===== config.mk =====
export PLATFORM = sky130hd
export DESIGN_NAME = cipher_out_serializer_flat
export DESIGN_NICKNAME = d
export VERILOG_FILES = /design/src/rtl/cipher_out_serializer_if.sv /design/src/rtl/cipher_out_serializer.sv /design/src/flat_wrapper.sv
export SDC_FILE = /design/constraint.sdc
export NUM_CORES = 1
export LEC_CHECK = 0
export CORE_MARGIN = 2
export CORE_UTILIZATION = 45
export DETAILED_ROUTE_END_ITERATION = 8
export PLACE_DENSITY = 0.74
export REMOVE_ABC_BUFFERS = 1
export SLEW_MARGIN = 20
export SYNTH_ARGS = -nofsm -noshare
export SYNTH_HDL_FRONTEND = slang
export SYNTH_SLANG_ARGS = --single-unit

===== constraint.sdc =====
create_clock -name clock -period 8.1 [get_ports clock]
set_input_delay 1.62 -clock clock [delete_from_list [all_inputs] [get_ports clock]]
set_output_delay 1.62 -clock clock [all_outputs]
set_load 0.02 [all_outputs]

===== src/rtl/cipher_out_serializer_if.sv =====
// cipher_out_serializer_if: block-in / byte-out handshake bundle.
// out_parity exists only when CIPHER_OUT_PARITY_EN is defined.
interface cipher_out_serializer_if;
  logic         in_valid;
  logic [127:0] in_data;
  logic         in_ready;
  logic         out_valid;
  logic [7:0]   out_data;
  logic         out_ready;
  logic         out_last;
  logic         busy;
`ifdef CIPHER_OUT_PARITY_EN
  logic         out_parity;

  modport master (
    output in_valid, in_data, out_ready,
    input  in_ready, out_valid, out_data,
    input  out_last, busy, out_parity
  );
  modport slave (
    input  in_valid, in_data, out_ready,
    output in_ready, out_valid, out_data,
    output out_last, busy, out_parity
  );
`else
  modport master (
    output in_valid, in_data, out_ready,
    input  in_ready, out_valid, out_data,
    input  out_last, busy
  );
  modport slave (
    input  in_valid, in_data, out_ready,
    output in_ready, out_valid, out_data,
    output out_last, busy
  );
`endif
endinterface


===== src/rtl/cipher_out_serializer.sv =====
// cipher_out_serializer: FIFO of 128-bit blocks, sent MSB byte first.
// Optional even-parity output enabled by CIPHER_OUT_PARITY_EN.
module cipher_out_serializer #(
  parameter int FIFO_DEPTH = 2
) (
  input logic clock,
  input logic reset,
  cipher_out_serializer_if.slave bus
);
  localparam int PW = (FIFO_DEPTH > 2) ? 2 : 1;
  localparam int CW = PW + 1;
  localparam logic [CW-1:0] DEPTH_C = CW'(FIFO_DEPTH);
  localparam logic [PW-1:0] LAST_P = PW'(FIFO_DEPTH - 1);

  typedef enum logic {IDLE, SEND} state_t;

  state_t state, state_nxt;
  logic [127:0] mem [FIFO_DEPTH];
  logic [PW-1:0] wptr, rptr;
  logic [CW-1:0] count;
  logic [127:0] sr;
  logic [3:0] bcnt;
  logic rdy;
  logic push, pop, take, done, nonempty;

  assign nonempty = (count != '0);
  assign take = (state == SEND) && bus.out_ready;
  assign done = take && (bcnt == 4'hF);
  assign push = bus.in_valid && bus.in_ready;
  assign pop = nonempty && ((state == IDLE) || done);

  // rdy keeps in_ready low through reset and for no longer
  assign bus.in_ready = rdy && (count < DEPTH_C);
  assign bus.out_data = sr[127:120];

  always_ff @(posedge clock or posedge reset) begin
    if (reset) state <= IDLE;
    else state <= state_nxt;
  end

  always_comb begin
    state_nxt = state;
    unique case (state)
      IDLE: if (nonempty) state_nxt = SEND;
      SEND: if (done && !nonempty) state_nxt = IDLE;
      default: state_nxt = IDLE;
    endcase
  end

  always_comb begin
    bus.out_valid = 1'b0;
    bus.out_last = 1'b0;
    bus.busy = nonempty;
    if (state == SEND) begin
      bus.out_valid = 1'b1;
      bus.out_last = (bcnt == 4'hF);
      bus.busy = 1'b1;
    end
  end

`ifdef CIPHER_OUT_PARITY_EN
  assign bus.out_parity = bus.out_valid & (^sr[127:120]);
`endif

  always_ff @(posedge clock) begin
    if (push) mem[wptr] <= bus.in_data;
  end

  always_ff @(posedge clock or posedge reset) begin
    if (reset) begin
      wptr <= '0;
      rptr <= '0;
      count <= '0;
      sr <= '0;
      bcnt <= '0;
      rdy <= 1'b0;
    end else begin
      rdy <= 1'b1;
      if (push) wptr <= (wptr == LAST_P) ? '0 : wptr + PW'(1);
      if (pop) rptr <= (rptr == LAST_P) ? '0 : rptr + PW'(1);
      if (push && !pop) count <= count + CW'(1);
      else if (pop && !push) count <= count - CW'(1);
      // a pop reloads the shifter on the same edge that finishes a block
      if (pop) begin
        sr <= mem[rptr];
        bcnt <= '0;
      end else if (take) begin
        sr <= {sr[119:0], 8'h00};
        bcnt <= bcnt + 4'd1;
      end
    end
  end
endmodule


===== src/flat_wrapper.sv =====
// flat-port wrapper written by rule: the top's interface ports become plain ports
module cipher_out_serializer_flat 
#(
  parameter int FIFO_DEPTH = 2
)
  (clock, reset, bus_in_valid, bus_in_data, bus_out_ready, bus_in_ready, bus_out_valid, bus_out_data, bus_out_last, bus_busy);
  cipher_out_serializer_if bus_i ();
  input logic clock;
  input logic reset;
  input wire logic [$bits(bus_i.in_valid)-1:0] bus_in_valid;
  input wire logic [$bits(bus_i.in_data)-1:0] bus_in_data;
  input wire logic [$bits(bus_i.out_ready)-1:0] bus_out_ready;
  output wire logic [$bits(bus_i.in_ready)-1:0] bus_in_ready;
  output wire logic [$bits(bus_i.out_valid)-1:0] bus_out_valid;
  output wire logic [$bits(bus_i.out_data)-1:0] bus_out_data;
  output wire logic [$bits(bus_i.out_last)-1:0] bus_out_last;
  output wire logic [$bits(bus_i.busy)-1:0] bus_busy;
  assign bus_i.in_valid = bus_in_valid;
  assign bus_i.in_data = bus_in_data;
  assign bus_i.out_ready = bus_out_ready;
  assign bus_in_ready = bus_i.in_ready;
  assign bus_out_valid = bus_i.out_valid;
  assign bus_out_data = bus_i.out_data;
  assign bus_out_last = bus_i.out_last;
  assign bus_busy = bus_i.busy;
  cipher_out_serializer #(.FIFO_DEPTH(FIFO_DEPTH)) u_core (.clock(clock), .reset(reset), .bus(bus_i));
endmodule

; ---- Yosys cells after proc, flatten, opt, wreduce, memory -nomap -nowiden
; Memory sizes are Yosys's and may differ from the RTL's.
; Index checks and enable logic that the tools add are counted.
[classes]
bitwise = 1
order_cmp = 1
n_addsub = 5
reduce_logical = 15
eq_ne = 1
mux = 16
[op_table]
columns = cell, count
row1 = $mux W128, 2
row2 = $mux W1, 9
row3 = $logic_and A1 B1 Y1, 8
row4 = $mux W4, 2
row5 = $reduce_bool A2 Y1, 3
row6 = $add A4 B1 Y4 const B, 1
row7 = $eq A4 B4 Y1 const B, 1
row8 = $mux W2, 2
row9 = $logic_not A1 Y1, 3
row10 = $add A1 B1 Y1 const B, 2
row11 = $add A2 B1 Y2 const B, 1
row12 = $lt A2 B2 Y1 const B, 1
row13 = $pmux W1 S2, 1
row14 = $sub A2 B1 Y2 const B, 1
row15 = $logic_or A1 B1 Y1, 1
row16 = $not A1 Y1, 1
[word_totals]
out_inout_bits = 12
ramBits = 256
register_bits = 138
wordCells = 47
in_bits = 132
mem_count = 1
[mem_list]
columns = memory, words, word_bits, read_ports, rd_ports_with_merged_regs, write_ports, line
row1 = u_core.mem, 2, 128, 1, 0, 1, cipher_out_serializer.sv:18  ; logic [127:0] mem [FIFO_DEPTH];

; ---- Depth between registers and ports, before layout
; Gate-level depths: netlist (run 1).
[logic_depth]
ltp_word = 7
ltp_mapped = 11
depth_no_buf = 8

; ---- Worst setup path before layout (run 1)
; No wires, ideal clock.
[synth_timing]
kind = input to register
from = input bus_in_valid
to = memory u_core.mem[0][0] (enable)
path_slack_ns = 0.438
t_arrival_ns = 7.045
setup_time_ns = 0.617
stages = 2
required_time_ns = 7.483
path_buffers = 0
cell_sequence = nand2_1 nor2_1
[synth_via]
elab_chain_cells = 3
[synth_lines]
columns = item, line
row1 = "start, declared", flat_wrapper.sv:10  ; input wire logic [$bits(bus_i.in_valid)-1:0] bus_in_valid;
row2 = $logic_and A1 B1 Y1, cipher_out_serializer.sv:29  ; assign push = bus.in_valid && bus.in_ready;
row3 = $mux W1, cipher_out_serializer.sv:66  ; if (push) mem[wptr] <= bus.in_data;
row4 = $mux W1 (implied by the code), cipher_out_serializer.sv:66
row5 = "end, declared", cipher_out_serializer.sv:18
; No other way between the ends.

; ---- Worst setup path after layout (run 1)
[layout_timing]
from = input bus_in_valid
to = memory u_core.mem[1][34] (enable)
; The elaborated chain is that of the path after synthesis.

==> impl_metrics.env, run 1 <==
export IMPL_yosysWarnings=0
export IMPL_setup_violations_final=0
export IMPL_antenna_found_initial=0
export IMPL_routabilityCongestion=0.718
export IMPL_die_w_um=190
export IMPL_coreArea_um2=33700
export IMPL_ir_drop_mv=0.156
export IMPL_ios=144
export IMPL_die_y_um=190
export IMPL_vias=7575
export IMPL_post_place_cells=1417
export IMPL_drt_iter0_drc=330
export IMPL_crit_top_cell="buf_4"
export IMPL_cp_slowest_stage_delay_ns=0.63
export IMPL_critPathKind="in -> reg"
export IMPL_grt_pass1_wl_um=42700
export IMPL_hold_buffers=0
export IMPL_drive_gt1_share_pct=6.54
export IMPL_cts_setup_buffers=0
export IMPL_synth_cell_type_count=24
export IMPL_dp_hpwl_um=15500
export IMPL_synthCells=869
export IMPL_dp_slack_ns=3.59
export IMPL_drv_slew=0
export IMPL_cts_max_level=2
export IMPL_r2r_setup_slack_ns=5.09
export IMPL_grt_use_total_pct=15.0
export IMPL_std_cell_rows=67
export IMPL_final_cell_mix="mux2i_1, edfxtp_1, clkdlybuf4s50_1"
export IMPL_end_kind="flip-flop"
export IMPL_worst_slack_ns=4.18
export IMPL_synth_top_cell_area_share_pct=49.6
export IMPL_worst_clock_skew_ns=0.0116
export IMPL_via_per_inst=5.09
export IMPL_synth_ff_type="edfxtp_1"
export IMPL_slew_headroom_pct=33.4
export IMPL_start_util_pct=46.0
export IMPL_synth_seq_cells=394
export IMPL_grt_pass1_vias=8005
export IMPL_first_pass_iters=4
export IMPL_arrival_ns=4.06
export IMPL_r2r_start="u_core.count[1]$_DFFE_PP0P_"
export IMPL_required_ns=8.23
export IMPL_clk_pin_slew_ns=0.06
export IMPL_cts_root_buf="clkbuf_16"
export IMPL_cp_startpoint="bus_in_valid"
export IMPL_timing_final_crit_share_pct=48.4
export IMPL_cp_start_kind="input pin"
export IMPL_rsz0062_at_grt="false"
export IMPL_routed_wl_um=26500
export IMPL_critPathSlowestCell="buf_4"
export IMPL_ant_nets=0
export IMPL_ys_top_cells_by_area="edfxtp_1, mux2i_1, dfrtp_1, buf_2, buf_4"
export IMPL_clockBufferDepth=3
export IMPL_grt_max_degree=134
export IMPL_avgRoutedWirePerCell_um=17.8
export IMPL_holdWs_ns=0.522
export IMPL_cts_sinks=394
export IMPL_fin_nets=1145
export IMPL_outcome="complete, no violations"
export IMPL_area_growth_pct=19.5
export IMPL_cts_buffers=40
export IMPL_worstReg2RegEnd="u_core.mem[1][34]$_DFFE_PP_"
export IMPL_fin_cells=1487
export IMPL_clk_latency_ns=0.51
export IMPL_hold_viol_final=0
export IMPL_cp_max_fo=45
export IMPL_port_buffers=143
export IMPL_rr_worst_depth=4
export IMPL_endpoint="u_core.mem[1][34]$_DFFE_PP_"
export IMPL_syn_avg_cell_area_um2=17.8
export IMPL_overflow=0
export IMPL_cts_resized=0
export IMPL_cts_tree="done"
export IMPL_maxCapViolCount=0
export IMPL_pwr_density_cell_nw_per_um2=284
export IMPL_fmax_mhz=255
export IMPL_fin_crit_ns=3.92
export IMPL_layout_cells_most_common="mux2i_1"
export IMPL_power_leakage_nw=7.43
export IMPL_async_reset_ff_share_pct=35.0
export IMPL_antennaDiodeCount=0
export IMPL_yosysTopAreaCell="edfxtp_1"
export IMPL_syn_area_um2=15500
export IMPL_worstHoldPathType="reg -> reg"
export IMPL_drc_errors=0
export IMPL_crit_chain="clkdlybuf4s50_1 > and3_4 > buf_4 > buf_4"
export IMPL_max_slew_worst_pin_slew_ns=0.999
export IMPL_ys_seq_area_share_pct=71.9
export IMPL_dieArea_um2=35900
export IMPL_synth_edf_count=256
[how the worst min path moves through the flow]
stage,from,to,cells past startpoint
3_3_place_gp,u_core.sr[6]$_DFFE_PP0P_,u_core.sr[6]$_DFFE_PP0P_,2
6_report,u_core.sr[1]$_DFFE_PP0P_,u_core.sr[1]$_DFFE_PP0P_,2
3_5_place_dp,u_core.sr[1]$_DFFE_PP0P_,u_core.sr[1]$_DFFE_PP0P_,2
4_1_cts,u_core.sr[1]$_DFFE_PP0P_,u_core.sr[1]$_DFFE_PP0P_,2
2_1_floorplan,u_core.wptr$_DFFE_PP0N_,u_core.wptr$_DFFE_PP0N_,1
5_1_grt,u_core.sr[0]$_DFFE_PP0P_,u_core.sr[0]$_DFFE_PP0P_,2
[synth_stat cells (2+ instances only)]
master / count
inv_1: 4
dfrtp_1: 138
o21ai_0: 3
nor2_1: 4
edfxtp_1: 256
buf_6: 7
buf_2: 33
buf_4: 12
xor2_1: 4
ha_1: 2
xnor2_1: 2
a21oi_1: 3
mux2i_1: 376
nand3_1: 3
nand2_1: 13
[worst max-delay path, delay by kind of cell]
kind	cells	cell delay (ns)
buffers and inverters	3	1.72
AND/OR/NAND/NOR	1	0.60
[metrics by stage]
stage / area [um^2] / utilization, % / setup TNS [ns] / power [mW]
after detailed placement: 17300 / 51.3 / 0 / 3.60
final: 18500 / 55.0 / 0 / 5.26
after CTS: 18500 / 54.9 / 0 / 5.34
after global routing: 18500 / 55.0 / 0 / 5.52
after global placement: 17300 / 51.3 / 0 / 3.56
after floorplan: 15200 / - / -470.25 / 3.46
[sequential cells by signal, indices dropped and copies added (netlist names)]
signal	count
u_core.mem	256
u_core.sr	128
u_core.bcnt	4
u_core.count	2
u_core.rdy	1
u_core.rptr	1
u_core.state	1
u_core.wptr	1
[logic make-up after synthesis]
kind of cell	after synthesis	share of synthesized area [%]
buffers and inverters	57	2.28
XOR/XNOR	6	0.339
flip-flops	394	71.9
AO/OA/AOI/OAI	7	0.242
multiplexers	376	24.3
adder cells (fa/ha/maj)	2	0.161
other	1	0.0242
AND/OR/NAND/NOR	26	0.759
[where the power goes]
part | internal, mW | total, mW | switching (mW)
Clock | 1.02 | 1.72 | 0.694
Sequential | 2.44 | 2.63 | 0.182
Combinational | 0.472 | 0.915 | 0.443
[routing by layer]
layer / up-vias / wire length, um / track usage, %
li1: 3562 / - / -
met1: 3832 / 11800 / 20.3
met3: 34 / 1360 / 3.25
met2: 147 / 12900 / 25.0
met5: - / 0 / 0
met4: 0 / 386 / 3.58
[cell type report]
type,count,area (um^2)
fillers,2681,15200
flip-flops and latches,394,11100
multi-input cells,418,4030
repair buffers,153,1530
clock buffers,68,1230
well taps,448,561
inverters,4,20.0
clock inverters,2,8.76
(Power assumes the default switching activity.)
==> run 2, diff against run 1 <==
- PLACE_DENSITY: 0.74 -> 0.77
- clock period: 8.1 -> 3.3 ns (I/O delays scaled with it)
==> run 2 against run 1 <==
First-iteration DRC count is 13% higher. Clock skew rose by 0.00054 ns. Count of clock-buffer cells in the layout fell by 6. Combinational power increased to 2.6 times the previous value. Power grew to 2.5 times the previous value. Cell area increased by 1.5%. Critical path depth is 1 lower. Via count grew 0.38%. Sequential share of layout area is 0.89 points lower. Wire length grew 1.0%. Sequential cell count unchanged. Global-route usage up 0.19 points.
==> impl_metrics.env, run 2 (synthesized netlist as in run 1, its figures left out) <==
export IMPL_power_switching_mw=3.36
export IMPL_first_pass_iters=4
export IMPL_hold_buffers=0
export IMPL_switching_share_pct=25.4
export IMPL_cts_root_buf="clkbuf_16"
export IMPL_drive_gt1_share_pct=7.42
export IMPL_cts_sinks=394
export IMPL_fmax_mhz=385
export IMPL_hold_viol_final=0
export IMPL_drt_iter0_drc=372
export IMPL_ant_nets=0
export IMPL_antenna_found_initial=3
export IMPL_grt_pass1_wl_um=43400
export IMPL_pwr_density_cell_nw_per_um2=704
export IMPL_dieArea_um2=35900
export IMPL_ios=144
export IMPL_end_kind="output port"
export IMPL_std_cell_rows=67
export IMPL_grt_pass1_vias=8205
export IMPL_clockBufferDepth=3
export IMPL_grt_use_total_pct=15.2
export IMPL_drv_slew=0
export IMPL_drc_errors=0
export IMPL_die_y_um=190
export IMPL_seqPwrFrac_pct=48.2
export IMPL_slew_headroom_pct=54.5
export IMPL_setup_violations_final=0
export IMPL_via_per_inst=5.06
export IMPL_overflow=0
export IMPL_clk_latency_ns=0.52
export IMPL_cts_tree="done"
export IMPL_tns_ns=0
export IMPL_top_register="u_core.mem"
export IMPL_fin_crit_ns=2.60
export IMPL_maxCapViolCount=0
export IMPL_outcome="complete, no violations"
export IMPL_routabilityCongestion=0.692
export IMPL_regArea_um2=11100
export IMPL_timing_final_crit_share_pct=78.7
export IMPL_vias=7604
export IMPL_ir_drop_mv=0.463
export IMPL_avgRoutedWirePerCell_um=17.8
export IMPL_rsz0062_at_grt="false"
export IMPL_clockPowerShare_pct=34.0
export IMPL_coreArea_um2=33700
export IMPL_cts_resized=0
export IMPL_cts_buffers=42
export IMPL_finalPower_mw=13.2
export IMPL_p_comb_share_pct=17.8
export IMPL_arrival_ns=1.94
export IMPL_cp_start_kind="flip-flop"
export IMPL_dp_hpwl_um=15600
export IMPL_holdWs_ns=0.521
export IMPL_cp_max_fo=4
export IMPL_reg_largest_list="u_core.mem: 256 flops, u_core.sr: 128 flops, u_core.bcnt: 4 flops"
export IMPL_final_cell_mix="mux2i_1, edfxtp_1, clkdlybuf4s50_1"
export IMPL_die_w_um=190
export IMPL_required_ns=2.64
export IMPL_fin_nets=1152
export IMPL_cts_max_level=2
export IMPL_multi_input_area_um2=4030
export IMPL_cts_setup_buffers=0
export IMPL_post_place_cells=1422
export IMPL_port_buffers=143
export IMPL_worstHoldPathType="reg -> reg"
export IMPL_max_slew_worst_pin_slew_ns=0.682
export IMPL_clk_pin_slew_ns=0.06
export IMPL_grt_max_degree=93
export IMPL_fin_cells=1502
export IMPL_routed_wl_um=26700
export IMPL_fillCellCount=2636
export IMPL_area_growth_pct=21.3
export IMPL_layout_cells_most_common="mux2i_1"
export IMPL_start_util_pct=46.0
export IMPL_worst_clock_skew_ns=0.0122
export IMPL_intPower_mw=9.87
export IMPL_power_leakage_nw=7.54
export IMPL_largest_register_ffs=256
export IMPL_critPathKind="reg -> out"
-- run 2: layout make-up --
type,instances,share of cell area (%)
tap,448,2.98
clock buffer,62,6.44
clock inverter,15,0.686
inverter,4,0.107
antenna,3,0.0399
sequential,394,59.3
timing repair buffer,158,9.01
multi-input combinational,418,21.4
-- run 2: critical path: stages (launching register included) --
cell             delay (ns)
dfrtp_1                0.39
ha_1                   0.21
and4_1                 0.21
clkdlybuf4s50_1        0.61
-- run 2: per-layer routing --
metal	track usage, %	up-vias	wire [um]
met5	0	-	0
li1	-	3599	-
met1	18.7	3814	11400
met4	5.07	0	668
met2	26.9	140	13500
met3	3.14	51	1200
-- run 2: path summary, 6_finish.rpt --
check                                           start                        end  slack, ns  cells after the start
setup / recovery           u_core.bcnt[0]$_DFFE_PP0P_               bus_out_last       0.70                      3
hold / removal               u_core.sr[0]$_DFFE_PP0P_   u_core.sr[0]$_DFFE_PP0P_       0.52                      2
setup reg to reg           u_core.bcnt[0]$_DFFE_PP0P_  u_core.sr[67]$_DFFE_PP0P_       1.35                      5
hold reg to reg              u_core.sr[0]$_DFFE_PP0P_   u_core.sr[0]$_DFFE_PP0P_       0.52                      2
max in group asynchronous                       reset  u_core.sr[95]$_DFFE_PP0P_       2.09                      3
min in group asynchronous                       reset  u_core.sr[23]$_DFFE_PP0P_       0.58                      2
-- run 2: power by group through the flow --
stage               Combinational, mW  Clock (mW)  Sequential (mW)
CTS                              2.41        4.64             6.39
floorplan                        1.71           0             6.70
finish                           2.35        4.51             6.38
detailed placement               2.39           0             6.48
global placement                 2.30           0             6.44
global route                     2.60        4.85             6.47
-- run 2: through the flow --
step | cell area (um^2) | worst slack (ns) | utilization (%)
6_report | 18800 | 0.705 | 55.8
5_1_grt | 18800 | 0.584 | 55.8
4_1_cts | 18800 | 0.651 | 55.8
3_5_place_dp | 17500 | 0.727 | 51.8
3_3_place_gp | 17500 | 0.784 | 51.8
2_1_floorplan | 15200 | -7.70 | -
